===== config.mk =====
export PLATFORM = sky130hd
export DESIGN_NAME = mc_controller
export DESIGN_NICKNAME = d
export VERILOG_FILES = /design/src/rtl/mc_controller.sv
export SDC_FILE = /design/constraint.sdc
export NUM_CORES = 1
export LEC_CHECK = 0
export ABC_CLOCK_PERIOD_IN_PS = 2200
export BUFFER_PORTS_ARGS = -buffer_cell sky130_fd_sc_hd__buf_2
export CAP_MARGIN = 10
export CORE_AREA = 2 2 76 42
export DETAILED_ROUTE_END_ITERATION = 7
export DIE_AREA = 0 0 78 44
export GPL_ROUTABILITY_DRIVEN = 0
export PLACE_DENSITY = 0.87
export SKIP_LAST_GASP = 1
export SLEW_MARGIN = 20
export SYNTH_ARGS = -nofsm -noshare
export SYNTH_HDL_FRONTEND = slang
export SYNTH_SLANG_ARGS = --single-unit
export TNS_END_PERCENT = 30

===== constraint.sdc =====
create_clock -name clk -period 2.2 [get_ports clk]
set_input_delay 0.55 -clock clk [delete_from_list [all_inputs] [get_ports clk]]
set_output_delay 0.55 -clock clk [all_outputs]
set_load 0.03 [all_outputs]

===== src/rtl/mc_controller.sv =====
// mc_controller: control unit for the multi-cycle ARM-subset core.
// Moore sequencer with registered outputs, NZCV flag register and condition check.
module mc_controller (
    input  logic        clk,
    input  logic        reset,
    input  logic [31:0] Instr,
    input  logic [3:0]  ALUFlags,
    output logic        PCWrite,
    output logic        MemWrite,
    output logic        RegWrite,
    output logic        IRWrite,
    output logic        AdrSrc,
    output logic [1:0]  RegSrc,
    output logic [1:0]  ALUSrcA,
    output logic [1:0]  ALUSrcB,
    output logic [1:0]  ResultSrc,
    output logic [1:0]  ImmSrc,
    output logic [2:0]  ALUControl,
    output logic        PCS
);
    typedef enum logic [3:0] {
        S_FETCH, S_DECODE, S_MEMADR, S_MEMREAD, S_MEMWB, S_MEMWRITE,
        S_EXECR, S_EXECI, S_ALUWB, S_BRANCH, S_UNKNOWN
    } state_t;

    state_t     r_state, w_next;
    logic [3:0] r_flags;

    logic       r_pcw, r_mw, r_rw, r_irw, r_adr, r_pcs;
    logic [1:0] r_asa, r_asb, r_res;
    logic [2:0] r_alu;

    logic       w_pcw, w_mw, w_rw, w_irw, w_adr, w_pcs;
    logic [1:0] w_asa, w_asb, w_res;
    logic [2:0] w_alu;

    logic [3:0] w_cond, w_cmd;
    logic [1:0] w_op;
    logic [5:0] w_funct;
    logic       w_rd15, w_dp_ok, w_mem_ok, w_br, w_cmp;
    logic       w_condex, w_flag_wr;
    logic [2:0] w_alu_ctl;
    logic       w_n, w_z, w_c, w_v;
    logic       w_unused;

    assign w_cond   = Instr[31:28];
    assign w_op     = Instr[27:26];
    assign w_funct  = Instr[25:20];
    assign w_cmd    = w_funct[4:1];
    assign w_rd15   = (Instr[15:12] == 4'hf);
    assign w_unused = ^{Instr[19:16], Instr[11:0]};

    assign w_cmp    = (w_cmd == 4'b1010);
    assign w_dp_ok  = (w_op == 2'b00) &&
                      (w_cmd == 4'b0100 || w_cmd == 4'b0010 ||
                       w_cmd == 4'b0000 || w_cmd == 4'b1100 || w_cmp);
    assign w_mem_ok = (w_op == 2'b01) && !w_funct[5] && w_funct[3];
    assign w_br     = (w_op == 2'b10) && w_funct[5];

    assign RegSrc = {(w_op == 2'b01) && !w_funct[0], (w_op == 2'b10)};
    assign ImmSrc = (w_op == 2'b01) ? 2'b01 :
                    (w_op == 2'b10) ? 2'b10 : 2'b00;

    always_comb begin
        w_alu_ctl = 3'b000;
        case (w_cmd)
            4'b0010, 4'b1010: w_alu_ctl = 3'b001;
            4'b0000:          w_alu_ctl = 3'b010;
            4'b1100:          w_alu_ctl = 3'b011;
            default:          w_alu_ctl = 3'b000;
        endcase
    end

    // Condition is always judged against the flags held before this instruction
    assign {w_n, w_z, w_c, w_v} = r_flags;
    always_comb begin
        w_condex = 1'b0;
        case (w_cond)
            4'h0: w_condex = w_z;
            4'h1: w_condex = !w_z;
            4'h2: w_condex = w_c;
            4'h3: w_condex = !w_c;
            4'h4: w_condex = w_n;
            4'h5: w_condex = !w_n;
            4'h6: w_condex = w_v;
            4'h7: w_condex = !w_v;
            4'h8: w_condex = w_c && !w_z;
            4'h9: w_condex = !w_c || w_z;
            4'ha: w_condex = (w_n == w_v);
            4'hb: w_condex = (w_n != w_v);
            4'hc: w_condex = !w_z && (w_n == w_v);
            4'hd: w_condex = w_z || (w_n != w_v);
            4'he: w_condex = 1'b1;
            default: w_condex = 1'b0;
        endcase
    end

    assign w_flag_wr = (r_state == S_EXECR || r_state == S_EXECI) &&
                       w_funct[0] && w_condex;

    always_comb begin
        w_next = S_FETCH;
        case (r_state)
            S_FETCH:   w_next = S_DECODE;
            S_DECODE: begin
                if (w_mem_ok)     w_next = S_MEMADR;
                else if (w_dp_ok) w_next = w_funct[5] ? S_EXECI : S_EXECR;
                else if (w_br)    w_next = S_BRANCH;
                else              w_next = S_UNKNOWN;
            end
            S_MEMADR:  w_next = w_funct[0] ? S_MEMREAD : S_MEMWRITE;
            S_MEMREAD: w_next = S_MEMWB;
            S_EXECR,
            S_EXECI:   w_next = S_ALUWB;
            default:   w_next = S_FETCH;
        endcase
    end

    // Outputs of the state being entered, so they register glitch-free
    always_comb begin
        w_pcw = 1'b0;
        w_mw  = 1'b0;
        w_rw  = 1'b0;
        w_irw = 1'b0;
        w_adr = 1'b0;
        w_pcs = 1'b0;
        w_asa = 2'b00;
        w_asb = 2'b00;
        w_res = 2'b00;
        w_alu = 3'b000;
        case (w_next)
            S_FETCH: begin
                w_irw = 1'b1;
                w_pcw = 1'b1;
                w_asa = 2'b01;
                w_asb = 2'b10;
            end
            S_DECODE: begin
                w_asa = 2'b01;
                w_asb = 2'b10;
                w_res = 2'b10;
            end
            S_MEMADR:   w_asb = 2'b01;
            S_MEMREAD:  w_adr = 1'b1;
            S_MEMWB: begin
                w_res = 2'b01;
                w_pcs = w_rd15;
                w_pcw = w_rd15 && w_condex;
                w_rw  = !w_rd15 && w_condex;
            end
            S_MEMWRITE: begin
                w_adr = 1'b1;
                w_mw  = w_condex;
            end
            S_EXECR:    w_alu = w_alu_ctl;
            S_EXECI: begin
                w_asb = 2'b01;
                w_alu = w_alu_ctl;
            end
            S_ALUWB: begin
                w_pcs = !w_cmp && w_rd15;
                w_pcw = !w_cmp && w_rd15 && w_condex;
                w_rw  = !w_cmp && !w_rd15 && w_condex;
            end
            S_BRANCH: begin
                w_asb = 2'b01;
                w_pcw = w_condex;
            end
            default: ;
        endcase
    end

    always_ff @(posedge clk or posedge reset) begin
        if (reset) begin
            r_state <= S_FETCH;
            r_flags <= 4'b0000;
            r_pcw   <= 1'b1;
            r_mw    <= 1'b0;
            r_rw    <= 1'b0;
            r_irw   <= 1'b1;
            r_adr   <= 1'b0;
            r_pcs   <= 1'b0;
            r_asa   <= 2'b01;
            r_asb   <= 2'b10;
            r_res   <= 2'b00;
            r_alu   <= 3'b000;
        end else begin
            r_state <= w_next;
            if (w_flag_wr)
                r_flags <= ALUFlags;
            r_pcw   <= w_pcw;
            r_mw    <= w_mw;
            r_rw    <= w_rw;
            r_irw   <= w_irw;
            r_adr   <= w_adr;
            r_pcs   <= w_pcs;
            r_asa   <= w_asa;
            r_asb   <= w_asb;
            r_res   <= w_res;
            r_alu   <= w_alu;
        end
    end

    assign PCWrite    = r_pcw;
    assign MemWrite   = r_mw;
    assign RegWrite   = r_rw;
    assign IRWrite    = r_irw;
    assign AdrSrc     = r_adr;
    assign PCS        = r_pcs;
    assign ALUSrcA    = r_asa;
    assign ALUSrcB    = r_asb;
    assign ResultSrc  = r_res;
    assign ALUControl = r_alu;

endmodule


==> results.sh <==
export IMPL_synth_ff_type="dfrtp_1"
export IMPL_busiest_layer="met2"
export IMPL_drt_initial_drc_count=96
export IMPL_n_antenna_cell=0
export IMPL_grt_util_met1=0.258
export IMPL_fill_cells=262
export IMPL_p_clk_frac=0.158
export IMPL_detail_route_wl_per_cell_um=15.2
export IMPL_htreeDepth=1
export IMPL_clkSlewWorstSetupHoldPaths_ns=0.08
export IMPL_period_share=0.947
export IMPL_critPathRequiredTime_ns=2.35
export IMPL_synth_top_family_by_area="simple AND/OR/NAND/NOR gates"
export IMPL_met3_usage=0.0521
export IMPL_crit_arrival_ns=2.23
export IMPL_layout_area_seq_um2=531
export IMPL_synth_seq_area_share=0.448
export IMPL_cp_cell_sequence="or4b_1, a311oi_1, a21oi_1, a31oi_4, mux2_2"
export IMPL_vias=1079
export IMPL_final_setup_skew_ns=0.00564
export IMPL_synth_warning_count=0
export IMPL_syn_inst=116
export IMPL_combPwrFrac=0.425
export IMPL_setup_ws_ns=0.116
export IMPL_syn_cell_area_um2=1180
export IMPL_p_leak_uw=0.000751
export IMPL_antenna_found_initial=0
export IMPL_p_int_uw=931
export IMPL_cts_buffers=3
export IMPL_worstSetupStartpointType="flop"
export IMPL_io_pins=57
export IMPL_power_switching_uw=675
export IMPL_chipWidth_um=78
export IMPL_power_density_nw_per_um2=1120
export IMPL_die_y_um=44
export IMPL_synth_simple_gate_area_frac=0.213
export IMPL_ir_worst_vdd_mv=0.545
export IMPL_antenna_left=0
export IMPL_synthXorXnorAreaFrac=0.0222
export IMPL_synth_edf_count=0
export IMPL_path_buf_inv=0
export IMPL_outcome="completed"
export IMPL_grt_max_degree=22
export IMPL_cts_resized=0
export IMPL_nNetsFinal=192
export IMPL_finalCriticalPeriod_ns=2.08
export IMPL_muxShareOfSynthArea=0.0644
export IMPL_synth_most_common_cell="dfrtp_1"
export IMPL_core_um2=2800
export IMPL_drive_gt1_frac=0.359
export IMPL_place_hpwl_um=2210
export IMPL_fin_util=0.512
export IMPL_reg2reg_slack_ns=0.12
export IMPL_clk_insertion_delay_late_ns=0.26
export IMPL_worst_path_max_delay_cell="or4b_1"
export IMPL_met2_usage=0.293
export IMPL_r2r_end="r_flags[3]$_DFFE_PP0P_"
export IMPL_synth_fa_ha_area_frac=0
export IMPL_crit_family="compound AO/OA/AOI/OAI gates"
export IMPL_clock_path_buffers=2
export IMPL_r2r_cells=5
export IMPL_drcViolationCount=0
export IMPL_die_area_um2=3430
export IMPL_rsz0062_at_grt="no"
export IMPL_cts_tree="built"
export IMPL_relSlewSlack=0.477
export IMPL_yosysTopAreaCellShare=0.359
export IMPL_port_buffers=38
export IMPL_avgSynthCellArea_um2=10.2
export IMPL_routed_wl_um=2930
export IMPL_p_sw_frac=0.420
export IMPL_grt_pass1_wl_um=4950
export IMPL_clock_sinks=21
export IMPL_setup_worst_path_class="reg2reg"
export IMPL_yosys_register_bits=21
export IMPL_yosysTopAreaCell="dfrtp_1"
export IMPL_post_cts_setup_buffers=0
export IMPL_vias_per_cell=5.59
export IMPL_synthTopCellsByCount="dfrtp_1, inv_1, nor2_1, o21ai_0"
export IMPL_multi_input_comb_area_um2=568
export IMPL_hold_viol_final=0
export IMPL_setup_tns_final_ns=0
export IMPL_place_worst_setup_slack_ns=-0.0998
export IMPL_initial_core_util=0.423
export IMPL_area_growth_pct=21.0
export IMPL_synth_cell_types=41
export IMPL_synth_compound_area_share=0.173
export IMPL_cts_hold_buf=0
export IMPL_num_rows=14
export IMPL_crit_path_end_kind="flop"
export IMPL_cap_violations=0
export IMPL_synth_area_leaders="dfrtp_1, dfstp_2, mux2_2"
export IMPL_r2r_start="r_flags[0]$_DFFE_PP0P_"
export IMPL_slowest_delay_ns=0.48
export IMPL_grt_pass1_vias=1022
export IMPL_hold_path_class="in2async"
export IMPL_finalMaxSlewViolations=0
export IMPL_cp_max_fo=6
export IMPL_seq_power_share=0.417
export IMPL_ys_async_sr_fraction=1.00
export IMPL_grtUsageTotal=0.192
export IMPL_grt_overflow_total=0
export IMPL_tightest_slew_ns=0.784
export IMPL_cts_root_buf="clkbuf_8"
export IMPL_fmax_ghz=0.480
export IMPL_drtPass1Iterations=5
export IMPL_setup_violations=0
per-stage QoR:
step	hold slack [ns]	instance area, um2	total power, uW	std cells
global route	0.503	1430	1700	193
finish	0.417	1430	1610	193
CTS	0.437	1430	1600	193
detailed placement	0.559	1390	1340	189
floorplan	0.514	1190	1150	117
global placement	0.542	1390	1300	189
layer usage:
| metal | routed length, um | vias up |
|---|---|---|
| met2 | 1310 | 70 |
| li1 | - | 488 |
| met3 | 281 | 21 |
| met1 | 1210 | 500 |
| met4 | 117 | 0 |
| met5 | 0 | - |
cells by family (layout without fill, tap and decap cells):
group,count (synthesis),after routing
XOR/XNOR,3,3
AND/OR/NAND/NOR,41,41
buffers and inverters,16,52
multiplexers,7,7
other,1,2
AO/OA/AOI/OAI,27,27
flip-flops,21,21
area by class of cell:
cell class	count	area share
clock buffers	3	0.0288
flip-flops and latches	21	0.370
repair buffers	41	0.148
inverters	7	0.0183
well taps	40	0.0349
multi-input cells	80	0.396
clock inverters	1	0.00349
layout by cell type, fill, tap and decap left out, types with 2 or more instances in the layout:
cell	count
nor3b_1	2
nand2_1	4
and2_1	2
a21oi_1	2
clkbuf_8	3
mux2_2	5
nor2_1	6
a211oi_1	3
dfstp_2	4
and3b_1	2
xor2_1	3
o21ai_0	6
nor2b_1	3
a2111oi_0	2
nor4bb_1	2
nor3_1	3
a21o_1	5
inv_1	7
buf_2	38
conb_1	2
and3_1	5
buf_4	3
mux2i_1	2
nand3b_1	2
nand4b_1	2
nand2b_1	4
dfrtp_1	17
sequential cells by signal, indices dropped and copies added (netlist names):
signal      count
r_state         4
ALUSrcA         1
ResultSrc       2
r_flags         4
RegWrite        1
PCS             1
PCWrite         1
MemWrite        1
ALUControl      2
ALUSrcB         2
IRWrite         1
AdrSrc          1
how the worst max path moves through the flow:
stage | startpoint | end | cells after the start
final | r_flags[0]$_DFFE_PP0P_ | r_flags[3]$_DFFE_PP0P_ | 5
after global routing | r_flags[0]$_DFFE_PP0P_ | r_flags[3]$_DFFE_PP0P_ | 5
after CTS | r_flags[0]$_DFFE_PP0P_ | r_flags[2]$_DFFE_PP0P_ | 5
after detailed placement | Instr[30] | r_flags[2]$_DFFE_PP0P_ | 6
after global placement | Instr[30] | r_flags[0]$_DFFE_PP0P_ | 6
after floorplan | Instr[30] | r_flags[0]$_DFFE_PP0P_ | 5
power by group through the flow:
stage	logic, uW	clock network [uW]	registers, uW
after global routing	741	276	688
after floorplan	400	0	748
after CTS	676	258	665
final	682	253	670
after detailed placement	673	0	668
after global placement	641	0	658
worst reg2reg max path, cell delays in order (launching register included):
cell	delay, ns
dfrtp_1	0.46
or4b_1	0.48
a311oi_1	0.24
a21oi_1	0.14
a31oi_4	0.27
mux2_2	0.37
(Power assumes the default switching activity.)
